===== config.mk =====
export PLATFORM = sky130hd
export DESIGN_NAME = mem_bus_arbiter
export DESIGN_NICKNAME = d
export VERILOG_FILES = /design/src/rtl/mem_bus_pkg.sv /design/src/rtl/mem_bus_arbiter_rr_pick.sv /design/src/rtl/mem_bus_arbiter.sv
export SDC_FILE = /design/constraint.sdc
export NUM_CORES = 1
export LEC_CHECK = 0
export CORE_MARGIN = 4
export CORE_UTILIZATION = 41
export DETAILED_ROUTE_END_ITERATION = 8
export HOLD_SLACK_MARGIN = 0.02
export PLACE_DENSITY_LB_ADDON = 0.3
export SLEW_MARGIN = 20
export SYNTH_ARGS = -nofsm -noshare
export SYNTH_HDL_FRONTEND = slang
export SYNTH_SLANG_ARGS = --single-unit

===== constraint.sdc =====
create_clock -name sysclk -period 2 [get_ports sysclk]
set_input_delay 0.2 -clock sysclk [delete_from_list [all_inputs] [get_ports sysclk]]
set_output_delay 0.2 -clock sysclk [all_outputs]
set_load 0.02 [all_outputs]

===== src/rtl/mem_bus_pkg.sv =====
// Shared types for the memory bus arbiter and its round-robin picker.
package mem_bus_pkg;

  typedef enum logic [1:0] {
    READ    = 2'b00,
    WRITE   = 2'b01,
    READ_B  = 2'b10,
    WRITE_B = 2'b11
  } bus_cmd_t;

  typedef enum logic [1:0] {
    IDLE,
    ISSUE,
    WAIT,
    DRAIN
  } arb_state_t;

  // Width of a requester index; never narrower than one bit.
  function automatic int idx_w(input int n);
    return (n > 1) ? $clog2(n) : 1;
  endfunction

  // Only reads bring data back to the requester.
  function automatic logic cmd_is_read(input logic [1:0] cmd);
    return (bus_cmd_t'(cmd) == READ) || (bus_cmd_t'(cmd) == READ_B);
  endfunction

endpackage


===== src/rtl/mem_bus_arbiter_rr_pick.sv =====
// Combinational round-robin picker: first pending index after last_grant,
// wrapping around. Kept standalone so other schedulers can reuse it.
module rr_pick import mem_bus_pkg::*; #(
  parameter int NREQ = 2,
  localparam int GW = idx_w(NREQ)
) (
  input  logic [NREQ-1:0] pending,
  input  logic [GW-1:0]   last_grant,
  output logic [GW-1:0]   grant,
  output logic            any_pending
);

  logic [GW-1:0] cand;

  // Scan from last_grant+1 around to last_grant itself; first hit wins.
  always_comb begin
    grant       = '0;
    any_pending = 1'b0;
    cand        = '0;
    for (int k = 1; k <= NREQ; k++) begin
      cand = GW'((int'(last_grant) + k) % NREQ);
      if (!any_pending && pending[cand]) begin
        any_pending = 1'b1;
        grant       = cand;
      end
    end
  end

endmodule


===== src/rtl/mem_bus_arbiter.sv =====
// Shares one toggle-handshake memory port between NREQ requesters with
// round-robin arbitration, one transaction in flight, and a per-request
// timeout that completes a hung request with an error flag.
module mem_bus_arbiter import mem_bus_pkg::*; #(
  parameter int NREQ    = 2,
  parameter int ADDR_W  = 16,
  parameter int DATA_W  = 16,
  parameter int TIMEOUT = 1024,
  localparam int GW = idx_w(NREQ)
) (
  input  logic                   sysclk,
  input  logic                   reset,
  input  logic [NREQ-1:0]        req_run,
  input  logic [NREQ*2-1:0]      req_cmd,
  input  logic [NREQ*ADDR_W-1:0] req_addr,
  input  logic [NREQ*DATA_W-1:0] req_wr_data,
  output logic [NREQ*DATA_W-1:0] req_rd_data,
  output logic [NREQ-1:0]        req_done,
  output logic [NREQ-1:0]        req_err,
  output logic [ADDR_W-1:0]      mem_addr,
  output logic [1:0]             mem_cmd,
  output logic                   mem_run,
  output logic [DATA_W-1:0]      mem_wr_data,
  input  logic [DATA_W-1:0]      mem_rd_data,
  input  logic                   mem_done,
  output logic [GW-1:0]          grant_id,
  output logic                   busy
);

  localparam int TW = $clog2(TIMEOUT) + 1;

  arb_state_t        state, state_nxt;
  logic [NREQ-1:0]   pending;
  logic [GW-1:0]     pick_grant;
  logic              pick_any;
  logic [GW-1:0]     sel;
  logic [GW-1:0]     last_grant;
  logic [TW-1:0]     timer;
  logic              mem_idle;
  logic              do_issue;
  logic              ok_done;
  logic              to_done;
  logic              sel_pending;
  logic [1:0]        sel_cmd;
  logic [ADDR_W-1:0] sel_addr;
  logic [DATA_W-1:0] sel_wdata;

  assign pending  = req_run ^ req_done;
  assign mem_idle = (mem_done == mem_run);

  rr_pick #(.NREQ(NREQ)) u_pick (
    .pending     (pending),
    .last_grant  (last_grant),
    .grant       (pick_grant),
    .any_pending (pick_any)
  );

  // Route the selected requester's command fields to the issue latch.
  always_comb begin
    sel_cmd     = '0;
    sel_addr    = '0;
    sel_wdata   = '0;
    sel_pending = 1'b0;
    for (int i = 0; i < NREQ; i++) begin
      if (sel == GW'(i)) begin
        sel_cmd     = req_cmd[2*i +: 2];
        sel_addr    = req_addr[i*ADDR_W +: ADDR_W];
        sel_wdata   = req_wr_data[i*DATA_W +: DATA_W];
        sel_pending = pending[i];
      end
    end
  end

  // State register.
  always_ff @(posedge sysclk) begin
    if (reset) state <= IDLE;
    else       state <= state_nxt;
  end

  // Next-state logic; a request withdrawn before ISSUE falls back to IDLE.
  always_comb begin
    state_nxt = state;
    case (state)
      IDLE:    if (pick_any) state_nxt = ISSUE;
      ISSUE:   state_nxt = do_issue ? WAIT : IDLE;
      WAIT:    if (ok_done) state_nxt = IDLE;
               else if (to_done) state_nxt = DRAIN;
      DRAIN:   if (mem_idle) state_nxt = IDLE;
      default: state_nxt = IDLE;
    endcase
  end

  // Per-state event strobes; a memory answer beats the timeout on the same cycle.
  always_comb begin
    do_issue = (state == ISSUE) && sel_pending;
    ok_done  = (state == WAIT) && mem_idle;
    to_done  = (state == WAIT) && !mem_idle && (timer == TW'(TIMEOUT - 1));
    busy     = (state != IDLE);
  end

  // Grant capture, issue latch, watchdog timer and requester completion.
  always_ff @(posedge sysclk) begin
    if (reset) begin
      sel         <= '0;
      last_grant  <= GW'(NREQ - 1);
      timer       <= '0;
      mem_cmd     <= '0;
      mem_addr    <= '0;
      mem_wr_data <= '0;
      mem_run     <= 1'b0;
      grant_id    <= '0;
      req_done    <= '0;
      req_err     <= '0;
      req_rd_data <= '0;
    end else begin
      if (state == IDLE && pick_any) sel <= pick_grant;

      if (do_issue) begin
        mem_cmd     <= sel_cmd;
        mem_addr    <= sel_addr;
        mem_wr_data <= sel_wdata;
        mem_run     <= ~mem_run;
        grant_id    <= sel;
        timer       <= '0;
      end else if (state == WAIT && !mem_idle && timer != '1) begin
        timer <= timer + 1'b1;
      end

      if (ok_done || to_done) last_grant <= sel;

      for (int i = 0; i < NREQ; i++) begin
        if ((ok_done || to_done) && sel == GW'(i)) begin
          req_done[i] <= ~req_done[i];
          req_err[i]  <= to_done;
          if (ok_done && cmd_is_read(mem_cmd))
            req_rd_data[i*DATA_W +: DATA_W] <= mem_rd_data;
        end
      end
    end
  end

endmodule

==> flow_summary.ini, run 1 <==
[clock_tree]
htree_levels = 3
cts_inserted_buffers = 9
cts-root-buf = clkbuf_8
cts_buffer_depth = 2
path_clk_slew_ns = 0.09
holdBufCountCts = 0
cts_setup_buffers = 0
cts_tree = built
clkSinkCount = 87
clkLatencyLatePin_ns = 0.35
cts_resized = 0

[min_path]
hp-class = input port to flip-flop
min-delay-start = reset

[yosys]
ys_ff_latch = 87
synth_top_area_share_pct = 46.6
synth.net_count = 514
synth_edf_count = 0
syn-cell-area_um2 = 3740
syn_avg_cell_area_um2 = 8.82
synth_cells = 424
ys_types = 43
synth_warnings = 0
ys_top_cells_by_area = dfxtp_1 47%, a21oi_1 11%, mux2i_1 9.9%
async_reset_ff_share_pct = 0
synth_seq_area_share_pct = 46.6
yosysTopAreaCell = dfxtp_1
ys.flop_type = dfxtp_1

[sta]
period_share_pct = 91.8
rsz0062_at_grt = false
setup_viol = 0
fmax_mhz = 545
worst_pin_slew_ns = 0.603
maxSlewViolCount = 0
max_slew_margin_pct = 59.5
fin_worst_skew_ns = 0.0135
fin_crit_ns = 1.84
hold_viol = 0
tns_ns = 0

[worst_setup_path]
cp_common_cell = buf_4
crit_arrival_ns = 2.10
crit_path_max_fanout = 14
worstPathRequired_ns = 2.27
critPathCaptureType = flip-flop
worst_path_largest_cell_delay_ns = 0.48
timing_worst_setup_path_type = flip-flop to flip-flop
crit_buf_inv = 2
critical-path-top-delay-family = simple AND/OR/NAND/NOR gates
cp_cell_sequence = ha_1 > buf_4 > nand4_1 > nor3_1 > buf_4 > or4_1 > a21oi_1
cp-start-kind = flip-flop
crit_start = timer[0]
rr_startpoint = timer[0]
cp_slowest_cell = or4_1

[layout]
area_growth_pct = 53.2
finalInstanceArea_um2 = 5730
post-route-util_pct = 65.1
drive_above_1_share_pct = 8.36
final_nets = 671
n_antenna_cell = 0

[floorplanning]
dieArea_um2 = 10700
core_um2 = 8810
initial_core_util_pct = 42.5
die_h_um = 103
io-pin-count = 162
die_w_um = 103
rows = 34

[route]
drtPass1Iterations = 4
drc = 0
drt-total-wl_um = 10900
ant_nets = 0
avgRoutedWirePerCell_um = 15.6
vias_per_cell = 5.32
drt_iter0_markers = 107
vias = 3692

[place]
hpwl_um = 8390
place_area_um2 = 5530
gp_routability_congestion = 0.793
io_buffer_count = 161

[global_routing]
grt_remaining_overflow = 0
grt_max_degree = 28
grt_pass1_vias = 3587
track_usage_pct = 20.1
grt_pass1_wl_um = 17100
antenna_found_initial = 0

[run]
maxCapViolations = 0

[pwr]
p_per_area_nw_per_um2 = 703
p_total_w = 0.00403
ir_drop_mv = 0.348
leakage_nw = 1.92

[outcome]
status = completed
==> power breakdown <==
part / internal, W / total [W] / leakage (nW) / switching [W]
Clock: 0.000593 / 0.00124 / 0.106 / 0.000647
Sequential: 0.00182 / 0.00189 / 0.706 / 0.0000665
Combinational: 0.000465 / 0.000901 / 1.11 / 0.000437
Total: 0.00288 / 0.00403 / 1.92 / 0.00115
==> final timing paths <==
path,slack [ns],cells after the start,to
setup / recovery,0.16,7,timer[3]
hold / removal,0.25,3,req_done[1]
setup reg to reg,0.16,7,timer[3]
hold reg to reg,0.46,2,req_rd_data[17]
==> cells by family after synthesis <==
family | count (synthesis) | share of synthesized area [%]
adder cells (fa/ha/maj) | 1 | 0.335
flip-flops | 87 | 46.6
buffers and inverters | 37 | 4.02
multiplexers | 40 | 10.8
AO/OA/AOI/OAI | 137 | 21.9
XOR/XNOR | 4 | 1.34
AND/OR/NAND/NOR | 118 | 15.0
==> metrics by stage <==
step	hold slack (ns)	setup slack, ns	instances
final	0.254	0.165	694
after global routing	0.280	0.0465	694
after CTS	0.248	0.149	694
after detailed placement	0.450	-0.0110	678
after global placement	0.442	0.0842	678
after floorplan	0.336	0.249	424
==> worst reg2reg max path, stage by stage, from the launching register on <==
cell and delay [ns]:
dfxtp_1 0.38, ha_1 0.24, buf_4 0.15, nand4_1 0.10
nor3_1 0.06, buf_4 0.18, or4_1 0.48, a21oi_1 0.16
==> metal layers <==
layer	GRT usage (%)	vias to the layer above	wire length (um)
met4	6.87	0	162
met5	0	-	0
met1	23.8	1686	4420
li1	-	1839	-
met3	7.98	14	1080
met2	33.0	153	5190
==> area by class of cell <==
class / instances / area [um2]
fillers: 737 / 3080
repair buffers: 180 / 1770
well taps: 108 / 135
clock inverters: 7 / 77.6
clock buffers: 9 / 124
multi-input cells: 300 / 1860
flip-flops and latches: 87 / 1740
inverters: 3 / 11.3
==> cells in the mapped netlist (4+ instances only) <==
cell type and number:
and4_1 4, a21oi_1 79, o21ai_0 8, nor2_1 11, a211oi_1 35, nand4_1 5, o31ai_1 5, or4_1 6
dfxtp_1 87, clkbuf_1 24, mux2i_1 37, buf_2 9, nand2_1 70
==> cells in the final DEF, fill, tap and decap left out, types with 2 or more instances in the layout <==
cell             count
a211oi_1            35
a21o_1               2
a21oi_1             79
and4_1               4
buf_12               2
buf_4               17
clkbuf_8             9
clkdlybuf4s50_1    160
clkinv_2             2
dfxtp_1             86
inv_1                3
inv_6                2
mux2_2               3
mux2i_1             36
nand2_1             70
nand2b_1             2
nand3_1              3
nand4_1              5
nor2_1              10
nor2b_1              2
nor3_1               2
nor4_1               2
o21ai_0              8
o31ai_1              5
or3_1                2
or4_1                6
xnor2_1              2
==> flip-flops by register name, summed over array words and instances (netlist names), 2 cells and up <==
signal / flops
timer: 11
mem_cmd: 2
req_rd_data: 32
state: 2
mem_wr_data: 16
req_done: 2
req_err: 2
mem_addr: 16
Note: power is estimated with default switching activity, not from simulation.
==> run 2, diff against run 1 <==
==> constraint.sdc (replaced) <==
create_clock -name sysclk -period 2.1 [get_ports sysclk]
set_input_delay 0.21 -clock sysclk [delete_from_list [all_inputs] [get_ports sysclk]]
set_output_delay 0.21 -clock sysclk [all_outputs]
set_load 0.02 [all_outputs]
==> flow_summary.ini, run 2 (same netlist as run 1, synthesis figures left out) <==
[outcome]
status = completed

[layout]
layout.cells.non_filler = 690
area_growth_pct = 52.5
final_nets = 667
n_antenna_cell = 0
final_cell_mix = 160 x clkdlybuf4s50_1, 86 x dfxtp_1, 79 x a21oi_1
largest_reg_flops = 32
reg_top3 = req_rd_data (32), mem_addr (16), mem_wr_data (16)
mostFrequentLayoutCell = clkdlybuf4s50_1
top_register = req_rd_data
drive_above_1_share_pct = 7.73

[pwr]
p_seq_share_pct = 46.8
clockPowerShare_pct = 30.8
ir_drop_mv = 0.366
leakage_nw = 1.90
internal_power_w = 0.00274
combPwrFrac_pct = 22.3
p_sw_w = 0.00110
p_total_w = 0.00384
p_per_area_nw_per_um2 = 674
swShare_pct = 28.7

[place]
hpwl_um = 8220
io_buffer_count = 161
gp_routability_congestion = 0.804
placed_cells = 674

[route]
avgRoutedWirePerCell_um = 15.7
vias_per_cell = 5.36
ant_nets = 0
drt_iter0_markers = 175
drtPass1Iterations = 4
drt-total-wl_um = 10800
drc = 0
vias = 3695

[worst_setup_path]
cp_slowest_cell = clkdlybuf4s50_1
worstPathRequired_ns = 1.89
crit_arrival_ns = 1.64
cp-endpoint = busy
r2r_setup_slack_ns = 0.30
cp_cell_sequence = or2_2 > clkdlybuf4s50_1
rr_startpoint = timer[0]
worst_path_largest_cell_delay_ns = 0.56
crit_start = state[1]
rr_worst_depth = 5
crit_path_max_fanout = 7
cp-start-kind = flip-flop
timing_worst_setup_path_type = flip-flop to output pin
reg2reg_to = req_done[1]
critPathCaptureType = output pin

[sta]
maxSlewViolCount = 0
hold_viol = 0
tns_ns = 0
fin_crit_ns = 1.85
setup_viol = 0
period_share_pct = 88.0
fmax_mhz = 541
fin_worst_skew_ns = 0.0157
worst_pin_slew_ns = 0.564
rsz0062_at_grt = false
hold_slack_ns = 0.346
max_slew_margin_pct = 62.1

[clock_tree]
holdBufCountCts = 0
clkLatencyLatePin_ns = 0.34
cts_inserted_buffers = 9
cts_setup_buffers = 0
clkSinkCount = 87
cts_resized = 0
cts_tree = built
cts-root-buf = clkbuf_8
path_clk_slew_ns = 0.10
htree_levels = 3
cts_buffer_depth = 2

[min_path]
hp-class = input port to flip-flop
min-delay-start = reset

[global_routing]
grt_remaining_overflow = 0
grt_pass1_vias = 3579
antenna_found_initial = 0
track_usage_pct = 19.8
grt_pass1_wl_um = 16900
grt_max_degree = 36

[floorplanning]
core_um2 = 8810
rows = 34
io-pin-count = 162
die_w_um = 103
die_h_um = 103
dieArea_um2 = 10700
initial_core_util_pct = 42.5

[run]
maxCapViolations = 0
==> run 2: worst max-delay path, delay by kind of cell, from the launching register on <==
kind	cells	cell delay [ns]
buf+inv	1	0.56
flops	1	0.38
simple gates	1	0.37
==> run 2: routing by layer <==
metal | track usage, % | wire length [um] | vias to the layer above
met5 | 0 | 0 | -
met4 | 6.37 | 180 | 0
met3 | 7.24 | 1080 | 14
met2 | 32.5 | 5130 | 136
met1 | 24.0 | 4460 | 1707
li1 | - | - | 1838
==> run 2: worst min-delay path by stage <==
stage,to,slack (ns),cells after the start
6_report,req_rd_data[8],0.35,2
5_1_grt,mem_run,0.38,2
4_1_cts,req_rd_data[8],0.34,2
3_5_place_dp,req_rd_data[12],0.45,2
3_3_place_gp,req_rd_data[12],0.44,2
2_1_floorplan,req_rd_data[10],0.35,2
==> run 2: final cells by class <==
cell class              instances  area (um2)
clock inverters                 7        78.8
flip-flops and latches         87        1740
multi-input cells             300        1860
repair buffers                176        1740
well taps                     108         135
fillers                       718        3110
inverters                       3        11.3
clock buffers                   9         124
==> run 2: metrics by stage <==
stage	util, %	area (um2)	setup WS [ns]
final	64.7	5700	0.253
after global placement	62.4	5500	0.142
after floorplan	-	3740	0.349
after CTS	64.7	5700	0.238
after global routing	64.7	5700	0.191
after detailed placement	62.4	5500	0.0720
==> run 2: power groups by stage <==
stage | Combinational [W] | Sequential [W] | Clock, W
finish | 0.000858 | 0.00180 | 0.00118
global route | 0.000925 | 0.00181 | 0.00127
CTS | 0.000865 | 0.00180 | 0.00120
detailed placement | 0.000862 | 0.00183 | 0
global placement | 0.000848 | 0.00183 | 0
floorplan | 0.000340 | 0.00191 | 0
